--- src/rtl/uart_rx_cfg_if.sv ---
// Output side of the configurable UART receiver:
// held word plus error flags under a valid/ready handshake.
interface uart_rx_cfg_if #(
   parameter int DATA_BITS = 8
);
   logic                 i_rx_ready;
   logic                 o_rx_valid;
   logic [DATA_BITS-1:0] o_rx_data;
   logic                 o_parity_err;
   logic                 o_frame_err;
   logic                 o_break;

   modport master (
      input  i_rx_ready,
      output o_rx_valid,
      output o_rx_data,
      output o_parity_err,
      output o_frame_err,
      output o_break
   );

   modport slave (
      output i_rx_ready,
      input  o_rx_valid,
      input  o_rx_data,
      input  o_parity_err,
      input  o_frame_err,
      input  o_break
   );
endinterface

--- src/rtl/uart_rx_cfg.sv ---
// Parametrised UART receiver: configurable width/parity/stops,
// per-frame error flags, held output word with overrun reporting.
module uart_rx_cfg #(
   parameter int CLKS_PER_BIT = 868,
   parameter int DATA_BITS    = 8,
   parameter bit PARITY_EN    = 1'b0,
   parameter bit PARITY_ODD   = 1'b0,
   parameter int STOP_BITS    = 1
) (
   input  logic          i_clk,
   input  logic          i_rst_n,
   input  logic          i_rx,
   uart_rx_cfg_if.master rx_if,
   output logic          o_overrun,
   output logic          o_busy
);
   localparam int CW = $clog2(CLKS_PER_BIT);
   localparam int IW = $clog2(DATA_BITS);
   localparam logic [CW-1:0] HALF = CW'((CLKS_PER_BIT - 1) / 2);
   localparam logic [CW-1:0] FULL = CW'(CLKS_PER_BIT - 1);
   localparam logic [IW-1:0] LAST = IW'(DATA_BITS - 1);
   localparam logic STOP_LAST = (STOP_BITS == 2);

   typedef enum logic [2:0] {
      IDLE, START, DATA, PARITY, STOP, DONE, WAIT_HIGH
   } state_t;

   state_t st, nxt;
   logic rx_m, rx_s;
   logic [CW-1:0] cnt;
   logic [IW-1:0] bit_idx;
   logic [DATA_BITS-1:0] shift;
   logic par_bit, ferr, stop_idx;
   logic mid, tick, done;
   logic perr_w, brk_w, xfer;
   logic valid_q, perr_q, ferr_q, brk_q;
   logic [DATA_BITS-1:0] data_q;

   always_ff @(posedge i_clk or negedge i_rst_n) begin
      if (!i_rst_n) begin
         rx_m <= 1'b1;
         rx_s <= 1'b1;
      end else begin
         rx_m <= i_rx;
         rx_s <= rx_m;
      end
   end

   always_ff @(posedge i_clk or negedge i_rst_n) begin
      if (!i_rst_n) st <= IDLE;
      else          st <= nxt;
   end

   always_comb begin
      nxt = IDLE;
      case (st)
         IDLE:      nxt = rx_s ? IDLE : START;
         START:     nxt = !mid ? START : (rx_s ? IDLE : DATA);
         DATA: begin
            nxt = DATA;
            if (tick && bit_idx == LAST)
               nxt = PARITY_EN ? PARITY : STOP;
         end
         PARITY:    nxt = tick ? STOP : PARITY;
         STOP: begin
            nxt = STOP;
            if (tick && stop_idx == STOP_LAST)
               nxt = DONE;
         end
         DONE:      nxt = ferr ? WAIT_HIGH : IDLE;
         WAIT_HIGH: nxt = rx_s ? IDLE : WAIT_HIGH;
         default:   nxt = IDLE;
      endcase
   end

   always_comb begin
      mid    = (st == START) && (cnt == HALF);
      tick   = (st == DATA || st == PARITY || st == STOP)
               && (cnt == FULL);
      done   = (st == DONE);
      o_busy = (st != IDLE);
   end

   always_ff @(posedge i_clk or negedge i_rst_n) begin
      if (!i_rst_n) begin
         cnt      <= '0;
         bit_idx  <= '0;
         shift    <= '0;
         par_bit  <= 1'b0;
         ferr     <= 1'b0;
         stop_idx <= 1'b0;
      end else begin
         if (st == IDLE || st == DONE || st == WAIT_HIGH || mid || tick)
            cnt <= '0;
         else
            cnt <= cnt + 1'b1;
         if (mid) begin
            bit_idx  <= '0;
            par_bit  <= 1'b0;
            ferr     <= 1'b0;
            stop_idx <= 1'b0;
         end
         if (tick) begin
            case (st)
               DATA: begin
                  shift   <= {rx_s, shift[DATA_BITS-1:1]};
                  bit_idx <= bit_idx + 1'b1;
               end
               PARITY: par_bit <= rx_s;
               STOP: begin
                  ferr     <= ferr | ~rx_s;
                  stop_idx <= 1'b1;
               end
               default: ;
            endcase
         end
      end
   end

   // par_bit stays 0 without parity, so the break test needs no gating
   assign perr_w = PARITY_EN && ((^shift ^ par_bit) != PARITY_ODD);
   assign brk_w  = ferr && (shift == '0) && !par_bit;
   assign xfer   = valid_q && rx_if.i_rx_ready;

   always_ff @(posedge i_clk or negedge i_rst_n) begin
      if (!i_rst_n) begin
         valid_q   <= 1'b0;
         data_q    <= '0;
         perr_q    <= 1'b0;
         ferr_q    <= 1'b0;
         brk_q     <= 1'b0;
         o_overrun <= 1'b0;
      end else begin
         if (done && (!valid_q || xfer)) begin
            valid_q <= 1'b1;
            data_q  <= shift;
            perr_q  <= perr_w;
            ferr_q  <= ferr;
            brk_q   <= brk_w;
         end else if (xfer) begin
            valid_q <= 1'b0;
         end
         o_overrun <= done && valid_q && !rx_if.i_rx_ready;
      end
   end

   assign rx_if.o_rx_valid   = valid_q;
   assign rx_if.o_rx_data    = data_q;
   assign rx_if.o_parity_err = perr_q;
   assign rx_if.o_frame_err  = ferr_q;
   assign rx_if.o_break      = brk_q;
endmodule

--- src/flat_wrapper.sv ---
// flat-port wrapper written by rule: the top's interface ports become plain ports
module uart_rx_cfg_flat 
#(
   parameter int CLKS_PER_BIT = 868,
   parameter int DATA_BITS    = 8,
   parameter bit PARITY_EN    = 1'b0,
   parameter bit PARITY_ODD   = 1'b0,
   parameter int STOP_BITS    = 1
)
  (i_clk, i_rst_n, i_rx, o_overrun, o_busy, rx_if_i_rx_ready, rx_if_o_rx_valid, rx_if_o_rx_data, rx_if_o_parity_err, rx_if_o_frame_err, rx_if_o_break);
  uart_rx_cfg_if #(.DATA_BITS(DATA_BITS)) rx_if_i ();
  input  logic i_clk;
  input  logic i_rst_n;
  input  logic i_rx;
  output logic o_overrun;
  output logic o_busy;
  input wire logic [$bits(rx_if_i.i_rx_ready)-1:0] rx_if_i_rx_ready;
  output wire logic [$bits(rx_if_i.o_rx_valid)-1:0] rx_if_o_rx_valid;
  output wire logic [$bits(rx_if_i.o_rx_data)-1:0] rx_if_o_rx_data;
  output wire logic [$bits(rx_if_i.o_parity_err)-1:0] rx_if_o_parity_err;
  output wire logic [$bits(rx_if_i.o_frame_err)-1:0] rx_if_o_frame_err;
  output wire logic [$bits(rx_if_i.o_break)-1:0] rx_if_o_break;
  assign rx_if_i.i_rx_ready = rx_if_i_rx_ready;
  assign rx_if_o_rx_valid = rx_if_i.o_rx_valid;
  assign rx_if_o_rx_data = rx_if_i.o_rx_data;
  assign rx_if_o_parity_err = rx_if_i.o_parity_err;
  assign rx_if_o_frame_err = rx_if_i.o_frame_err;
  assign rx_if_o_break = rx_if_i.o_break;
  uart_rx_cfg #(.CLKS_PER_BIT(CLKS_PER_BIT), .DATA_BITS(DATA_BITS), .PARITY_EN(PARITY_EN), .PARITY_ODD(PARITY_ODD), .STOP_BITS(STOP_BITS)) u_core (.i_clk(i_clk), .i_rst_n(i_rst_n), .i_rx(i_rx), .rx_if(rx_if_i), .o_overrun(o_overrun), .o_busy(o_busy));
endmodule
--- config.mk ---
export PLATFORM = sky130hd
export DESIGN_NAME = uart_rx_cfg_flat
export DESIGN_NICKNAME = d
export VERILOG_FILES = /design/src/rtl/uart_rx_cfg_if.sv /design/src/rtl/uart_rx_cfg.sv /design/src/flat_wrapper.sv
export SDC_FILE = /design/constraint.sdc
export NUM_CORES = 1
export LEC_CHECK = 0
export CORE_MARGIN = 2
export CORE_UTILIZATION = 25
export CTS_CLUSTER_DIAMETER = 80
export DETAILED_ROUTE_END_ITERATION = 10
export PLACE_DENSITY_LB_ADDON = 0.08
export SYNTH_ARGS = -nofsm -noshare
export SYNTH_HDL_FRONTEND = slang
export SYNTH_SLANG_ARGS = --single-unit
--- constraint.sdc ---
create_clock -name i_clk -period 1.8 [get_ports i_clk]
set_clock_uncertainty 0.15 [all_clocks]
set_input_delay 0.27 -clock i_clk [delete_from_list [all_inputs] [get_ports i_clk]]
set_output_delay 0.27 -clock i_clk [all_outputs]
set_load 0.01 [all_outputs]
==> reports/metrics.csv, run 1 <==
stage,metric,value,unit
clock_network,CTS root buffer,clkbuf_8,
floorplanning,Core ar.,0.00729,sq mm
clock_network,clock tree buffer depth,2,
synthesis,synthesized instance count,162,
setup_path,required time of the critical path,1.87,ns
clock_network,H-tree levels,2,
finish,area grow syn2layout,33.1,%
timing,post-route worst setup slack,-0.0591,ns
placed_design,GP Congestion,0.839,
synthesis,Avg Inst Size Synth,11.7,sq um
synthesis,Mapped Nets,170,
synthesis,fraction of registers with async set/reset,1.00,
finish,layout cells sized above 1,0.308,
setup_path,critical path capture point type,flop,
grt,overall routing resource usage,0.108,
finish,FF+latch area,0.00103,sq mm
setup_path,WS Path Type,flop to flop,
grt,pin count of the biggest net entering global routing,42,
timing,Slew @ Worst Pin,0.529,ns
routing,final wirelength,3980,um
pwr,Logic pwr share,0.017,
status,status,"finished, violations left",
synthesis,number of library cell types mapped by synthesis,39,
pwr,Peak VDD IR,0.309,mV
setup_path,CP max FO,7,
synthesis,post-synthesis sequential area ratio,0.543,
floorplanning,Core Rows,31,
placed_design,final HPWL from detailed placement,2930,um
routing,TritonRoute pass-1 iters,4,
placed_design,Port Buf Inserts,16,
timing,crit path time final,1.86,ns
timing,Final Max Slew Viols,0,
timing,Fin Setup TNS,-0.750,ns
finish,# diodes,0,
pwr,internal power,1.35,mW
timing,Final Cycle Share,1.03,
clock_network,clk sinks,41,
synthesis,"EDFF count, synth",0,
setup_path,worst path arrival time,1.93,ns
grt,Congestion Overflow GR,0,
hold_path,hold crit path type,flop to flop,
hold_path,worst hold path depth,0,
routing,DR vias/cell,4.41,
grt,vias in the first global route,1462,
clock_network,CTS tree,done,
floorplanning,die area,0.00828,sq mm
timing,maximum clock frequency,538,MHz
pwr,clock power share,0.442,
routing,"antenna viol nets, final",0,
timing,RSZ-0062 raised after global routing,yes,
setup_path,Critical Path Start Type,flop,
timing,Final Hold Viols,0,
finish,Filler Cells Inserted,767,
finish,Final nets,215,
pwr,share of power burned in registers,0.542,
finish,"commonest cells after routing, fill and taps aside","dfrtp_1 (39), buf_4 (25), nor2_1 (19), clkdlybuf4s50_1 (14)",
grt,first-pass GRT wire length,7090,um
clock_network,Skew-Pair Late Insertion Delay,0.29,ns
floorplanning,Die X,91.0,um
routing,via count,1355,
status,failing checks,setup timing,
routing,routed len/inst,13.0,um
floorplanning,Initial Util,0.260,
finish,combined area of the multi-input logic cells,858,sq um
pwr,leak pwr,1.15,nW
pwr,NetSw,362,uW
pwr,PD cells,678,mW/mm^2
pwr,switch share,0.212,
timing,Relative slew margins,0.648,
grt,initial antenna violation count,0,
clock_network,clock slew at reported path FFs,0.08,ns
clock_network,CTS buffer count,5,
finish,"most common cell after layout, fill and taps aside",dfrtp_1,
routing,Post-route DRC,0,
synthesis,Post-Syn Area,0.00189,sq mm
floorplanning,IO Pins,18,
setup_path,Reg2Reg Depth,7,
synthesis,Ys Warns,0,
routing,starting DRC count in detailed routing,90,
job,max-cap violations,0,
synthesis,"Primary FF master, synth",dfrtp_1,
finish,Final Util,0.346,
synthesis,synthesized flop and latch total,41,
floorplanning,die height,91.0,um
timing,final setup violation count,15,
## stage by stage
| stage | hold WS, ns | setup slack (ns) | total power [mW] | cells | cell area, sq um |
|---|---|---|---|---|---|
| 3_5_place_dp | 0.197 | -0.148 | 0.974 | 294 | 2320 |
| 5_1_grt | 0.223 | -0.148 | 1.78 | 307 | 2520 |
| 2_1_floorplan | -0.176 | -0.146 | 0.947 | 162 | 1890 |
| 6_report | 0.208 | -0.0591 | 1.71 | 307 | 2520 |
| 3_3_place_gp | 0.198 | -0.111 | 0.974 | 294 | 2320 |
| 4_1_cts | 0.209 | -0.0866 | 1.74 | 306 | 2500 |
## path summary, 6_finish.rpt
kind	from	end	slack (ns)
min in group asynchronous	i_rst_n	u_core.st[1]$_DFF_PN0_	0.42
min reg2reg	u_core.rx_m$_DFF_PN1_	u_core.rx_s$_DFF_PN1_	0.21
max in group asynchronous	i_rst_n	u_core.rx_m$_DFF_PN1_	0.70
max	u_core.cnt[0]$_DFF_PN0_	u_core.cnt[5]$_DFF_PN0_	-0.06
min	u_core.rx_m$_DFF_PN1_	u_core.rx_s$_DFF_PN1_	0.21
max reg2reg	u_core.cnt[0]$_DFF_PN0_	u_core.cnt[5]$_DFF_PN0_	-0.06
## kinds of logic (layout without fill, tap and decap cells)
group	Yosys count	in the layout	synth area share
AO/OA/AOI/OAI	15	15	0.0555
multiplexers	17	17	0.111
buffers and inverters	11	57	0.0291
AND/OR/NAND/NOR	64	64	0.191
XOR/XNOR	9	9	0.0416
flip-flops	41	41	0.543
other	1	1	0.00198
adder cells (fa/ha/maj)	4	4	0.0264
## power by group through the flow
stage	combinational (mW)	sequential, mW	clock [mW]
final	0.0284	0.926	0.755
after global routing	0.0342	0.927	0.824
after CTS	0.0309	0.926	0.781
after detailed placement	0.0292	0.944	0
after global placement	0.0290	0.945	0
after floorplan	0.00380	0.944	0
## timing repair
item / 4_1_cts / 5_1_grt
endpoints found under the setup margin: 21 / 25
hold buffers: 1 / 0
resized for setup: 10 / 3
pin swaps: 9 / 6
buffers inserted: 3 / 1
endpoints found under the hold margin: 39 / 0
## cells in the mapped netlist, drive strengths merged, types with 2 or more instances
| cell type | instances | area, sq um |
|---|---|---|
| and3 | 3 | 20.0 |
| or3b | 2 | 20.0 |
| xnor2 | 6 | 52.6 |
| dfrtp | 39 | 976 |
| nand4 | 3 | 18.8 |
| nand3b | 5 | 37.5 |
| mux2 | 17 | 210 |
| o31ai | 2 | 15.0 |
| nor3 | 2 | 10.0 |
| nand3 | 5 | 25.0 |
| nor4 | 2 | 27.5 |
| inv | 6 | 22.5 |
| o211ai | 2 | 15.0 |
| nor2 | 21 | 78.8 |
| nor2b | 2 | 12.5 |
| nor3b | 4 | 30.0 |
| ha | 4 | 50.1 |
| buf | 4 | 28.8 |
| dfstp | 2 | 52.6 |
| o21ai | 6 | 30.0 |
| nand2 | 9 | 33.8 |
| xor2 | 3 | 26.3 |
| nand2b | 3 | 18.8 |
## layout make-up
type,count,area share
clock buffer,5,0.0273
clock inverter,3,0.0184
inverter,6,0.00894
multi-input combinational,110,0.341
sequential,41,0.408
tap,99,0.0492
timing repair buffer,43,0.147
## critical path: stages, from the launching register on
cell and delay, ns:
dfrtp_1 0.39, buf_4 0.14, ha_1 0.19, nor3b_1 0.14, buf_4 0.15, a311oi_4 0.36, o22ai_4 0.16, nor2_1 0.12
## sequential cells by signal (all words and copies together) (netlist names)
name	flops
u_core.rx_if.o_break	1
u_core.shift	8
u_core.par_bit	1
u_core.rx_m	1
u_core.rx_if.o_frame_err	1
u_core.cnt	10
u_core.bit_idx	3
u_core.ferr	1
u_core.o_overrun	1
u_core.rx_if.o_rx_valid	1
u_core.rx_s	1
u_core.st	3
u_core.rx_if.o_rx_data	8
u_core.stop_idx	1
## layer usage
layer	global-route usage	wire (um)
met4	0.0341	32
met1	0.133	1740
met2	0.187	2070
met5	0	0
met3	0.0249	142
Note: power is estimated with default switching activity, not from simulation.
==> run 2, diff against run 1 <==
CAP_MARGIN = 20   (was unset)
CTS_BUF_LIST = sky130_fd_sc_hd__clkbuf_16   (was unset)
==> reports/metrics.csv, run 2 (same netlist as run 1, synthesis figures left out) <==
stage,metric,value,unit,change
setup_path,required time of the critical path,1.86,ns,was 1.87 ns
placed_design,placed inst area,0.00232,sq mm,unchanged
timing,Fin Setup TNS,-0.712,ns,was -0.750 ns
grt,pin count of the biggest net entering global routing,42,,unchanged
clock_network,CTS tree,done,,unchanged
finish,fin cells,306,,was 307
grt,Congestion Overflow GR,0,,unchanged
grt,overall routing resource usage,0.109,,was 0.108
routing,TritonRoute pass-1 iters,5,,was 4
placed_design,dpl cells,294,,unchanged
timing,Final Max Slew Viols,0,,unchanged
clock_network,clk sinks,41,,unchanged
setup_path,Slowest Stage Delay on Critical Path,0.38,ns,was 0.39 ns
finish,layout cells sized above 1,0.300,,was 0.308
setup_path,critical path's slowest cell,dfrtp_1,,unchanged
timing,final setup violation count,15,,unchanged
setup_path,"most used cell, CP",buf_4,,unchanged
pwr,PD cells,774,mW/mm^2,was 678 mW/mm^2
finish,"Most flops, register",u_core.cnt,,unchanged
setup_path,Reg2Reg Depth,7,,unchanged
floorplanning,Die X,91.0,um,unchanged
floorplanning,Core ar.,0.00729,sq mm,unchanged
routing,via count,1356,,was 1355
setup_path,WS Path Type,flop to flop,,unchanged
floorplanning,Initial Util,0.260,,unchanged
setup_path,CP Cell Sequence,buf_4 -> ha_1 -> nor3b_1 -> buf_4 -> a311oi_4 -> o22ai_4 -> nor2_1,,unchanged
setup_path,crit path buf inv count,2,,unchanged
routing,starting DRC count in detailed routing,65,,was 90
clock_network,clock slew at reported path FFs,0.06,ns,was 0.08 ns
setup_path,r2r endpoint,u_core.cnt[5]$_DFF_PN0_,,unchanged
timing,maximum clock frequency,539,MHz,was 538 MHz
routing,DR vias/cell,4.43,,was 4.41
placed_design,GP Congestion,0.839,,unchanged
finish,max FFs per register,10,,unchanged
floorplanning,die height,91.0,um,unchanged
grt,first-pass GRT wire length,7120,um,was 7090 um
pwr,Final Power,1.99,mW,was 1.71 mW
setup_path,Critical Path Start Type,flop,,unchanged
status,failing checks,setup timing,,unchanged
timing,crit path time final,1.86,ns,about the same
finish,Finished Cell Area,0.00257,sq mm,was 0.00252 sq mm
hold_path,hold crit path type,flop to flop,,unchanged
timing,Relative slew margins,0.649,,was 0.648
clock_network,Skew-Pair Late Insertion Delay,0.28,ns,was 0.29 ns
finish,"commonest cells after routing, fill and taps aside","dfrtp_1 (39), buf_4 (24), nor2_1 (20), clkdlybuf4s50_1 (14)",,"was dfrtp_1 (39), buf_4 (25), nor2_1 (19), clkdlybuf4s50_1 (14)"
clock_network,clock tree buffer depth,2,,unchanged
pwr,Peak VDD IR,0.389,mV,was 0.309 mV
grt,initial antenna violation count,0,,unchanged
setup_path,CP max FO,7,,unchanged
job,max-cap violations,0,,unchanged
timing,Final Hold Viols,0,,unchanged
timing,RSZ-0062 raised after global routing,yes,,unchanged
floorplanning,IO Pins,18,,unchanged
clock_network,CTS root buffer,clkbuf_16,,was clkbuf_8
timing,post-route worst setup slack,-0.0559,ns,was -0.0591 ns
placed_design,Port Buf Inserts,16,,unchanged
placed_design,DP Worst Slack,-0.148,ns,unchanged
floorplanning,die area,0.00828,sq mm,unchanged
hold_path,worst hold path depth,0,,unchanged
finish,area grow syn2layout,35.6,%,was 33.1%
setup_path,worst reg2reg setup slack,-0.06,ns,about the same
clock_network,H-tree levels,2,,unchanged
timing,Final Cycle Share,1.03,,about the same
timing,Slew @ Worst Pin,0.527,ns,was 0.529 ns
finish,# diodes,0,,unchanged
setup_path,top cell family by delay on the critical path,compound AO/OA/AOI/OAI gates,,unchanged
setup_path,critical path capture point type,flop,,unchanged
setup_path,Crit Reg-Reg Startpoint,u_core.cnt[0]$_DFF_PN0_,,unchanged
finish,Final nets,214,,was 215
grt,vias in the first global route,1468,,was 1462
status,status,"finished, violations left",,unchanged
finish,"most common cell after layout, fill and taps aside",dfrtp_1,,unchanged
pwr,leak pwr,1.17,nW,was 1.15 nW
routing,final wirelength,3980,um,about the same
setup_path,worst path arrival time,1.92,ns,was 1.93 ns
hold_path,Hold Crit Endpoint,u_core.rx_s$_DFF_PN1_,,unchanged
clock_network,CTS buffer count,5,,unchanged
routing,"antenna viol nets, final",0,,unchanged
hold_path,Hold Crit Start,u_core.rx_m$_DFF_PN1_,,unchanged
placed_design,final HPWL from detailed placement,2930,um,unchanged
floorplanning,Core Rows,31,,unchanged
routing,routed len/inst,13.0,um,about the same
routing,Post-route DRC,0,,unchanged
[run 2: changes by cell type in the layout (fill, tap and decap cells not counted), sizes merged]
cell  delta
buf      -1
[run 2: per-layer routing]
metal	up-vias	share of wire	routed length (um)	global-route usage
met5	-	0	0	0
met4	0	0.012	49	0.0417
met3	8	0.038	150	0.0249
met2	27	0.51	2030	0.185
met1	671	0.44	1740	0.134
li1	650	-	-	-
[run 2: final cells by class]
cell class / instances / area [sq um]
inverters: 6 / 22.5
well taps: 99 / 124
clock inverters: 3 / 46.3
flip-flops and latches: 41 / 1030
fillers: 760 / 4730
multi-input cells: 110 / 856
repair buffers: 42 / 364
clock buffers: 5 / 125
[run 2: power by group]
group          total [mW]  internal [mW]  switching [mW]
combinational      0.0284        0.00788          0.0205
sequential          0.927          0.926         0.00181
clock                1.03          0.656           0.375
[run 2: what timing repair did]
| item | CTS | global route |
|---|---|---|
| buffers inserted | 2 | 1 |
| endpoints found under the setup margin | 21 | 25 |
| resized for setup | 9 | 3 |
| pin swaps | 9 | 6 |
| hold buffers | 1 | 0 |
| cloned | 0 | 0 |
| hold endpoints to repair | 39 | 0 |
[run 2: worst max path at each step]
stage / end / slack [ns] / from / cells past startpoint
after floorplan: u_core.shift[2]$_DFFE_PN0P_ / -0.15 / u_core.cnt[3]$_DFF_PN0_ / 4
after global placement: u_core.cnt[9]$_DFF_PN0_ / -0.11 / u_core.cnt[3]$_DFF_PN0_ / 4
after detailed placement: u_core.cnt[5]$_DFF_PN0_ / -0.15 / u_core.cnt[0]$_DFF_PN0_ / 5
after CTS: u_core.shift[0]$_DFFE_PN0P_ / -0.08 / u_core.cnt[2]$_DFF_PN0_ / 4
after global routing: u_core.cnt[9]$_DFF_PN0_ / -0.14 / u_core.cnt[0]$_DFF_PN0_ / 7
final: u_core.cnt[5]$_DFF_PN0_ / -0.06 / u_core.cnt[0]$_DFF_PN0_ / 7
[run 2: per-stage QoR]
stage	util	hold WS, ns
final	0.352	0.205
after global routing	0.352	0.219
after CTS	0.350	0.206
after detailed placement	0.318	0.197
after global placement	0.318	0.198
after floorplan	-	-0.176
==> run 3, diff against run 2 <==
CELL_PAD_IN_SITES_DETAIL_PLACEMENT = 1   (was unset)
CELL_PAD_IN_SITES_GLOBAL_PLACEMENT = 2   (was unset)
==> reports/metrics.csv, run 3 (same netlist as run 1, synthesis figures left out) <==
stage,metric,value,unit,change
status,status,"finished, violations left",,unchanged
status,failing checks,setup timing,,unchanged
setup_path,critical path's slowest cell,dfrtp_1,,unchanged
setup_path,CP max FO,10,,was 7
timing,post-route worst setup slack,-0.0935,ns,was -0.0559 ns
floorplanning,Initial Util,0.260,,unchanged
finish,# diodes,0,,unchanged
placed_design,Port Buf Inserts,16,,unchanged
finish,layout cells sized above 1,0.366,,was 0.300
routing,DR vias/cell,4.50,,was 4.43
pwr,PD cells,688,mW/mm^2,was 774 mW/mm^2
timing,Final Cycle Share,1.05,,was 1.03
routing,Post-route DRC,0,,unchanged
setup_path,crit path buf inv count,1,,was 2
clock_network,CTS buffer count,5,,unchanged
setup_path,WS Path Type,flop to flop,,unchanged
placed_design,final HPWL from detailed placement,3530,um,was 2930 um
floorplanning,IO Pins,18,,unchanged
clock_network,clock slew at reported path FFs,0.06,ns,about the same
clock_network,CTS root buffer,clkbuf_16,,unchanged
grt,vias in the first global route,1545,,was 1468
routing,final wirelength,4730,um,was 3980 um
routing,via count,1404,,was 1356
routing,"antenna viol nets, final",0,,unchanged
grt,pin count of the biggest net entering global routing,23,,was 42
grt,first-pass GRT wire length,7870,um,was 7120 um
finish,Filler Cells Inserted,838,,was 760
placed_design,GP Congestion,0.775,,was 0.839
routing,starting DRC count in detailed routing,26,,was 65
finish,Final nets,220,,was 214
job,max-cap violations,0,,unchanged
pwr,Peak VDD IR,0.290,mV,was 0.389 mV
grt,initial antenna violation count,0,,unchanged
setup_path,CP Cell Sequence,ha_2 -> nand4b_1 -> nor4_4 -> buf_12 -> mux2_4,,was buf_4 -> ha_1 -> nor3b_1 -> buf_4 -> a311oi_4 -> o22ai_4 -> nor2_1
timing,RSZ-0062 raised after global routing,yes,,unchanged
clock_network,CTS tree,done,,unchanged
clock_network,Skew-Pair Late Insertion Delay,0.28,ns,about the same
clock_network,clock tree buffer depth,2,,unchanged
timing,Fin Setup TNS,-1.29,ns,was -0.712 ns
grt,Congestion Overflow GR,0,,unchanged
timing,Final Max Slew Viols,0,,unchanged
routing,routed len/inst,15.2,um,was 13.0 um
clock_network,clk sinks,41,,unchanged
finish,"most common cell after layout, fill and taps aside",dfrtp_1,,unchanged
floorplanning,Core Rows,31,,unchanged
clock_network,H-tree levels,2,,unchanged
setup_path,Critical Path Start Type,flop,,unchanged
finish,max FFs per register,10,,unchanged
setup_path,top cell family by delay on the critical path,simple AND/OR/NAND/NOR gates,,was compound AO/OA/AOI/OAI gates
finish,"Most flops, register",u_core.cnt,,unchanged
floorplanning,Core ar.,0.00729,sq mm,unchanged
floorplanning,die height,91.0,um,unchanged
timing,Final Hold Viols,0,,unchanged
timing,maximum clock frequency,528,MHz,was 539 MHz
setup_path,critical path capture point type,flop,,unchanged
placed_design,DP Worst Slack,-0.134,ns,was -0.148 ns
floorplanning,die area,0.00828,sq mm,unchanged
timing,crit path time final,1.89,ns,was 1.86 ns
placed_design,dpl cells,298,,was 294
setup_path,Slowest Stage Delay on Critical Path,0.38,ns,about the same
routing,TritonRoute pass-1 iters,4,,was 5
floorplanning,Die X,91.0,um,unchanged
finish,fin cells,312,,was 306
pwr,leak pwr,1.21,nW,was 1.17 nW
timing,final setup violation count,16,,was 15
setup_path,required time of the critical path,1.82,ns,was 1.86 ns
grt,overall routing resource usage,0.124,,was 0.109
finish,"commonest cells after routing, fill and taps aside","dfrtp_1 (39), buf_4 (25), clkdlybuf4s50_1 (14), nor2_1 (12)",,"was dfrtp_1 (39), buf_4 (24), nor2_1 (20), clkdlybuf4s50_1 (14)"
setup_path,worst path arrival time,1.91,ns,was 1.92 ns
hold_path,hold crit path type,flop to flop,,unchanged
finish,area grow syn2layout,41.2,%,was 35.6%
finish,Final Util,0.367,,was 0.352
[run 3: stage by stage]
stage	total power [mW]	area [sq um]	hold slack [ns]
6_report	1.84	2670	0.206
2_1_floorplan	0.947	1890	-0.176
3_5_place_dp	0.980	2360	0.0208
3_3_place_gp	0.979	2360	0.0138
4_1_cts	1.86	2560	0.208
5_1_grt	1.91	2670	0.214
[run 3: repair_timing]
item,CTS,global route
setup buffers,2,5
gates resized for setup,10,24
endpoints found under the hold margin,28,0
gates cloned,0,0
endpoints found under the setup margin,23,28
hold buffers,1,0
pin swaps,2,10
[run 3: final timing paths]
check                                              from                     endpoint  slack (ns)  depth (start not counted)
worst max register to register  u_core.cnt[0]$_DFF_PN0_  u_core.shift[1]$_DFFE_PN0P_       -0.09                          5
min in group asynchronous                       i_rst_n       u_core.st[2]$_DFF_PN0_        0.24                          2
max in group asynchronous                       i_rst_n        u_core.rx_m$_DFF_PN1_        0.78                          3
worst min register to register    u_core.rx_m$_DFF_PN1_        u_core.rx_s$_DFF_PN1_        0.21                          0
worst max-delay path            u_core.cnt[0]$_DFF_PN0_  u_core.shift[1]$_DFFE_PN0P_       -0.09                          5
worst min-delay path              u_core.rx_m$_DFF_PN1_        u_core.rx_s$_DFF_PN1_        0.21                          0
[run 3: worst register-to-register path, stage by stage (launching register included)]
cell and delay, ns:
dfrtp_1 0.38, ha_2 0.20, nand4b_1 0.21, nor4_4 0.36, buf_12 0.18, mux2_4 0.30
[run 3: layout make-up]
| class | count | area (sq um) | share of cell area |
|---|---|---|---|
| clock buffers | 5 | 125 | 0.0468 |
| flip-flops and latches | 41 | 1030 | 0.385 |
| repair buffers | 48 | 437 | 0.163 |
| inverters | 6 | 22.5 | 0.00843 |
| multi-input cells | 110 | 921 | 0.345 |
| clock inverters | 3 | 15.0 | 0.00562 |
| well taps | 99 | 124 | 0.0463 |
[run 3: power by group]
group / internal (mW) / switching (mW) / total [mW]
clock: 0.504 / 0.373 / 0.877
sequential: 0.926 / 0.00177 / 0.927
combinational: 0.0122 / 0.0225 / 0.0347
[run 3: metal layers]
| metal | vias to the layer above | track usage | routed length (um) |
|---|---|---|---|
| met5 | - | 0 | 0 |
| met4 | 0 | 0.0568 | 111 |
| met3 | 8 | 0.0315 | 123 |
| met2 | 15 | 0.210 | 2430 |
| met1 | 719 | 0.149 | 2060 |
| li1 | 662 | - | - |
